`config.mk`:
```
export PLATFORM = sky130hd
export DESIGN_NAME = instruction_type_u_stage
export DESIGN_NICKNAME = d
export VERILOG_FILES = /design/src/rtl/instruction_type_u_stage.sv
export SDC_FILE = /design/constraint.sdc
export NUM_CORES = 1
export LEC_CHECK = 0
export BUFFER_PORTS_ARGS = -buffer_cell sky130_fd_sc_hd__buf_2
export CELL_PAD_IN_SITES_DETAIL_PLACEMENT = 0
export CELL_PAD_IN_SITES_GLOBAL_PLACEMENT = 1
export CORE_MARGIN = 2
export CORE_UTILIZATION = 39
export CTS_BUF_LIST = sky130_fd_sc_hd__clkbuf_16
export DETAILED_ROUTE_END_ITERATION = 12
export MAX_ROUTING_LAYER = met4
export PLACE_DENSITY = 0.77
export SETUP_SLACK_MARGIN = 0.1
export SYNTH_ARGS = -nofsm -noshare
export SYNTH_HDL_FRONTEND = slang
export SYNTH_SLANG_ARGS = --single-unit
```
`constraint.sdc`:
```
create_clock -name iCLK -period 3.8 [get_ports iCLK]
set_input_delay 0.95 -clock iCLK [delete_from_list [all_inputs] [get_ports iCLK]]
set_output_delay 0.95 -clock iCLK [all_outputs]
set_load 0.01 [all_outputs]
```
`src/rtl/instruction_type_u_stage.sv`:
```
// Registered execute stage for RISC-V U-type instructions (LUI, AUIPC).
// Output register plus one skid entry give full throughput with a registered oREADY.
module instruction_type_u_stage #(
    parameter int unsigned XLEN  = 32,
    parameter int unsigned TAG_W = 4
) (
    input  logic             iCLK,
    input  logic             iRST,
    input  logic             iFLUSH,
    input  logic             iVALID,
    output logic             oREADY,
    input  logic [31:0]      iIR,
    input  logic [XLEN-1:0]  iPC,
    input  logic [TAG_W-1:0] iTAG,
    output logic             oVALID,
    input  logic             iREADY,
    output logic [4:0]       oRD,
    output logic [XLEN-1:0]  oREG_IN,
    output logic             oWE,
    output logic             oILLEGAL,
    output logic [TAG_W-1:0] oTAG
);

    localparam logic [6:0] OpLui   = 7'h37;
    localparam logic [6:0] OpAuipc = 7'h17;

    typedef enum logic [1:0] {StEmpty, StOne, StFull} state_e;

    state_e             state_q;

    logic [4:0]         out_rd_q;
    logic [XLEN-1:0]    out_res_q;
    logic               out_we_q;
    logic               out_ill_q;
    logic [TAG_W-1:0]   out_tag_q;

    logic [4:0]         skb_rd_q;
    logic [XLEN-1:0]    skb_res_q;
    logic               skb_we_q;
    logic               skb_ill_q;
    logic [TAG_W-1:0]   skb_tag_q;

    logic [XLEN-1:0]    imm;
    logic [XLEN-1:0]    new_res;
    logic               new_ill;
    logic               new_we;
    logic [4:0]         new_rd;
    logic               accept;
    logic               drain;

    assign oVALID   = (state_q != StEmpty);
    assign oREADY   = (state_q != StFull);
    assign oRD      = out_rd_q;
    assign oREG_IN  = out_res_q;
    assign oWE      = out_we_q;
    assign oILLEGAL = out_ill_q;
    assign oTAG     = out_tag_q;

    assign accept = iVALID && oREADY;
    assign drain  = oVALID && iREADY;
    assign new_rd = iIR[11:7];

    always_comb begin
        // Upper bits replicate iIR[31]; low 32 bits overwritten with the shifted immediate.
        imm       = {XLEN{iIR[31]}};
        imm[31:0] = {iIR[31:12], 12'h000};
        new_res   = '0;
        new_ill   = 1'b0;
        case (iIR[6:0])
            OpLui:   new_res = imm;
            OpAuipc: new_res = iPC + imm;
            default: new_ill = 1'b1;
        endcase
        new_we = !new_ill && (new_rd != 5'd0);
    end

    always_ff @(posedge iCLK) begin
        if (iRST || iFLUSH) begin
            state_q   <= StEmpty;
            out_rd_q  <= '0;
            out_res_q <= '0;
            out_we_q  <= 1'b0;
            out_ill_q <= 1'b0;
            out_tag_q <= '0;
            skb_rd_q  <= '0;
            skb_res_q <= '0;
            skb_we_q  <= 1'b0;
            skb_ill_q <= 1'b0;
            skb_tag_q <= '0;
        end else begin
            case (state_q)
                StEmpty: begin
                    if (accept) begin
                        state_q   <= StOne;
                        out_rd_q  <= new_rd;
                        out_res_q <= new_res;
                        out_we_q  <= new_we;
                        out_ill_q <= new_ill;
                        out_tag_q <= iTAG;
                    end
                end
                StOne: begin
                    if (accept && drain) begin
                        out_rd_q  <= new_rd;
                        out_res_q <= new_res;
                        out_we_q  <= new_we;
                        out_ill_q <= new_ill;
                        out_tag_q <= iTAG;
                    end else if (accept) begin
                        state_q   <= StFull;
                        skb_rd_q  <= new_rd;
                        skb_res_q <= new_res;
                        skb_we_q  <= new_we;
                        skb_ill_q <= new_ill;
                        skb_tag_q <= iTAG;
                    end else if (drain) begin
                        // Clear so data outputs read zero while oVALID is low.
                        state_q   <= StEmpty;
                        out_rd_q  <= '0;
                        out_res_q <= '0;
                        out_we_q  <= 1'b0;
                        out_ill_q <= 1'b0;
                        out_tag_q <= '0;
                    end
                end
                StFull: begin
                    if (drain) begin
                        state_q   <= StOne;
                        out_rd_q  <= skb_rd_q;
                        out_res_q <= skb_res_q;
                        out_we_q  <= skb_we_q;
                        out_ill_q <= skb_ill_q;
                        out_tag_q <= skb_tag_q;
                        skb_rd_q  <= '0;
                        skb_res_q <= '0;
                        skb_we_q  <= 1'b0;
                        skb_ill_q <= 1'b0;
                        skb_tag_q <= '0;
                    end
                end
                default: state_q <= StEmpty;
            endcase
        end
    end

endmodule

```
==> PnR_summary.wiki <==
{| class="wikitable"
! Metric !! Value
|-
| 1st-pass router iterations || 5
|-
| Number of buffers added by the clock tree synthesis step || 9
|-
| Post-synth net total || roughly 690
|-
| Routed WL per cell || 16.68 um
|-
| Cell family with most CP delay || compound AO/OA/AOI/OAI gates
|-
| Number of buffers added on ports || between 100 and 150
|-
| CP Data Required Time || 4.06 ns
|-
| Total power per unit cell area || around 400 nW/um2
|-
| Library cell with the largest summed area after synthesis || dfxtp_1
|-
| Post-synth top cells || 88 x dfxtp_1, 83 x nor2_1, 49 x a21oi_1
|-
| Critical path's largest stage delay || 0.41 ns
|-
| Placeable Area || roughly 12,000 um2
|-
| Proportion of synthesized chip area in sequential cells || 0.3671
|-
| Chip Height || about 110 um
|-
| Worst hold slack || 0.4484 ns
|-
| Site row count || 40
|-
| Unrepaired setup endpoints after global routing || false
|-
| Maximum fanout encountered on the critical timing path || 4
|-
| Most instantiated library cell after synthesis || dfxtp_1
|-
| Detailed-placement wirelength estimate || 10,130 um
|-
| Clock transition at path regs || around 0.06 ns
|-
| Maximum clock frequency || 328.2 MHz
|-
| TritonCTS clock tree || yes
|-
| Hold Vio Cnt, Final || 0
|-
| VDD IR max || between 200 and 300 uV
|-
| Number of distinct library cell variants in the gate-level netlist after synthesis || 61
|-
| Post-synthesis instance area || between 4000 and 5000 um2
|-
| Total of cells resized after clock tree synthesis || 0
|-
| Fraction of registers with async set/reset || 0
|-
| Maximum number of buffers from clock root to sink || 2
|-
| Vias in the first global route || 4,601
|-
| Via density || between 5 and 6
|-
| Kind of start point of the critical path || input pin
|-
| Setup Skew || 0.007299 ns
|-
| Fraction of layout cells with a size suffix above 1 || 0.2243
|-
| Final setup violation count || 0
|-
| Number of warnings printed during yosys synthesis || 0
|-
| Initial standard-cell utilization of the core || 0.3995
|-
| Final cycle utilization of the critical path || 0.8019
|-
| Kind of critical path || input pin to flip-flop
|-
| Reported leakage power || 2.476 nW
|-
| First-pass GRT wire length || about 22,000 um
|-
| Drc violations || 0
|-
| CTS root buffer || clkbuf_16
|-
| Main synth FF type || dfxtp_1
|-
| Initial antenna violation count || 0
|-
| Insertion delay to the later sink of the worst-skew pair || ~0.34 ns
|-
| Max H-tree Level || 3
|-
| Post-CTS setup-driven buffer insertion count || 0
|-
| Layout Nets || ~790
|-
| Synthesis-stage register bit count || roughly 90
|-
| Number of DRC violations after detailed-routing iteration 0 || 490
|-
| Setup TNS after final layout || 0 ns
|-
| Global router's overall resource usage || 0.2186
|-
| ANT nets after route || 0
|-
| Slew of the pin with the lowest slew margin || around 1.1 ns
|-
| Count of maximum capacitance violations || 0
|-
| Signal arrival time at the worst endpoint || 3.31 ns
|-
| Number of enable flip-flop cells after synthesis || 0
|-
| Gate count of the mapped netlist || about 590
|-
| Clock period minus worst slack || 3.047 ns
|-
| Min-Delay Path Class || flip-flop to flip-flop
|-
| Wire length after detailed routing || ~14,000 um
|-
| Clock Sinks || between 80 and 90
|-
| Highest-delay cell along the critical path || fa_1
|-
| Remaining max-slew budget at the tightest pin || 0.2450
|-
| Number of antenna repair diodes || 0
|-
| Sequence of cells on the critical path || buf_2 -> ha_1 -> fa_1 -> a21o_2 -> and4_1 -> o21a_1 -> a22oi_1 -> mux2i_1 -> o211ai_1 -> o21ai_0
|-
| Global-route congestion overflow total || 0
|-
| RD Place Congestion || between 0.8 and 0.9
|-
| Total via count in the routed design || between 4,000 and 5,000
|-
| Run status || finished clean
|-
| Final slew viol count || 0
|-
| Area Growth Syn to Fin || 20.63%
|-
| CTS hold repair buffers || 0
|-
| Sum of buffers and inverters on the critical path || 1
|-
| Area of the die || ~13,000 um2
|-
| Die width || 114.9 um
|-
| Maximum number of pins on one net before global-route repair || 60
|-
| Number of placed I/O pins || 118
|-
| Post-synthesis average cell area || roughly 8.1 um2
|-
| Share of the synthesized area in the top cell type || 0.3671
|-
| CP Capture Type || flip-flop
|-
| Top area cells in the synthesized netlist || dfxtp_1 37%, nor2_1 6.5%, a221oi_1 6.4%
|}
[worst register-to-register path, cell delays in order, from the launching register on]
cell	delay, ns
dfxtp_1	0.36
inv_1	0.10
ha_1	0.24
inv_1	0.21
o211a_1	0.21
o21bai_4	0.86
a21oi_1	0.07
o21ai_0	0.16
o221a_2	0.22
o21a_1	0.10
[flip-flops by register name, indices dropped and copies added, names as in the netlist]
register,count
oILLEGAL,1
skb_res_q,32
skb_ill_q,1
oRD,5
skb_tag_q,4
skb_rd_q,5
oREG_IN,32
skb_we_q,1
oWE,1
oTAG,4
state_q,2
[per-layer routing]
metal | wire [um] | vias to the layer above | GRT usage | share of wire
met1 | 6436 | 2230 | 0.2882 | 0.46
li1 | - | 2386 | - | -
met5 | 0 | - | - | 0
met3 | 823 | 25 | 0.02794 | 0.059
met4 | 312 | 0 | 0.08514 | 0.022
met2 | 6406 | 186 | 0.3416 | 0.46
[path summary, 6_finish.rpt]
check,startpoint,to,slack (ns),cells after the start
worst max register to register,state_q[0]$_SDFFE_PP0P_,oREG_IN[24]$_SDFFE_PP0P_,1.22,9
worst min register to register,skb_res_q[25]$_SDFFE_PP0P_,skb_res_q[25]$_SDFFE_PP0P_,0.45,2
worst max-delay path,iIR[12],skb_res_q[26]$_SDFFE_PP0P_,0.75,10
worst min-delay path,skb_res_q[25]$_SDFFE_PP0P_,skb_res_q[25]$_SDFFE_PP0P_,0.45,2
[report_power, final]
part           internal [mW]  switching (mW)
Combinational          0.185           0.284
Sequential             0.948          0.0137
Clock                  0.503           0.361
[cells in the final DEF, fill, tap and decap left out, drive strengths merged, types with 3 or more instances in the layout]
| cell type | instances |
|---|---|
| nand2 | 48 |
| nand3 | 9 |
| xnor2 | 7 |
| a211oi | 4 |
| a22oi | 21 |
| nor3 | 32 |
| a21oi | 50 |
| and3 | 14 |
| buf | 126 |
| nor2 | 83 |
| a21o | 7 |
| a31oi | 4 |
| o221ai | 4 |
| clkbuf | 9 |
| dfxtp | 88 |
| ha | 24 |
| xor2 | 6 |
| nand4 | 4 |
| and2 | 5 |
| o21a | 6 |
| mux2 | 3 |
| or3 | 4 |
| nor2b | 3 |
| a221oi | 36 |
| mux2i | 4 |
| clkinv | 4 |
| o31ai | 4 |
| o21ai | 34 |
| o211ai | 4 |
| inv | 10 |
[cell families (layout without fill, tap and decap cells)]
family,count (synthesis),count (layout),synth area share
flops,88,88,0.3671
simple gates,213,213,0.2023
fa+ha+maj,25,25,0.06675
mux,7,7,0.01538
xor+xnor,13,13,0.02373
compound gates,195,195,0.2847
buf+inv,50,150,0.03989
[per-stage QoR]
step	area, um2	total power, mW	util	std cells	worst slack [ns]
floorplan	4798	1.293	-	591	0.7839
global placement	5503	1.443	0.4581	823	0.4782
detailed placement	5503	1.449	0.4581	823	0.3875
CTS	5788	2.312	0.4819	838	0.7496
global route	5788	2.400	0.4819	838	0.5754
finish	5788	2.295	0.4819	838	0.7528
[final cells by class]
cell class              count  area [um2]
fillers                  1231        6223
multi-input cells         453        2870
flip-flops and latches     88        1762
repair buffers            126       653.1
clock buffers               9       225.2
well taps                 147       183.9
clock inverters             6       60.06
inverters                   9       33.78
(Power assumes the default switching activity.)
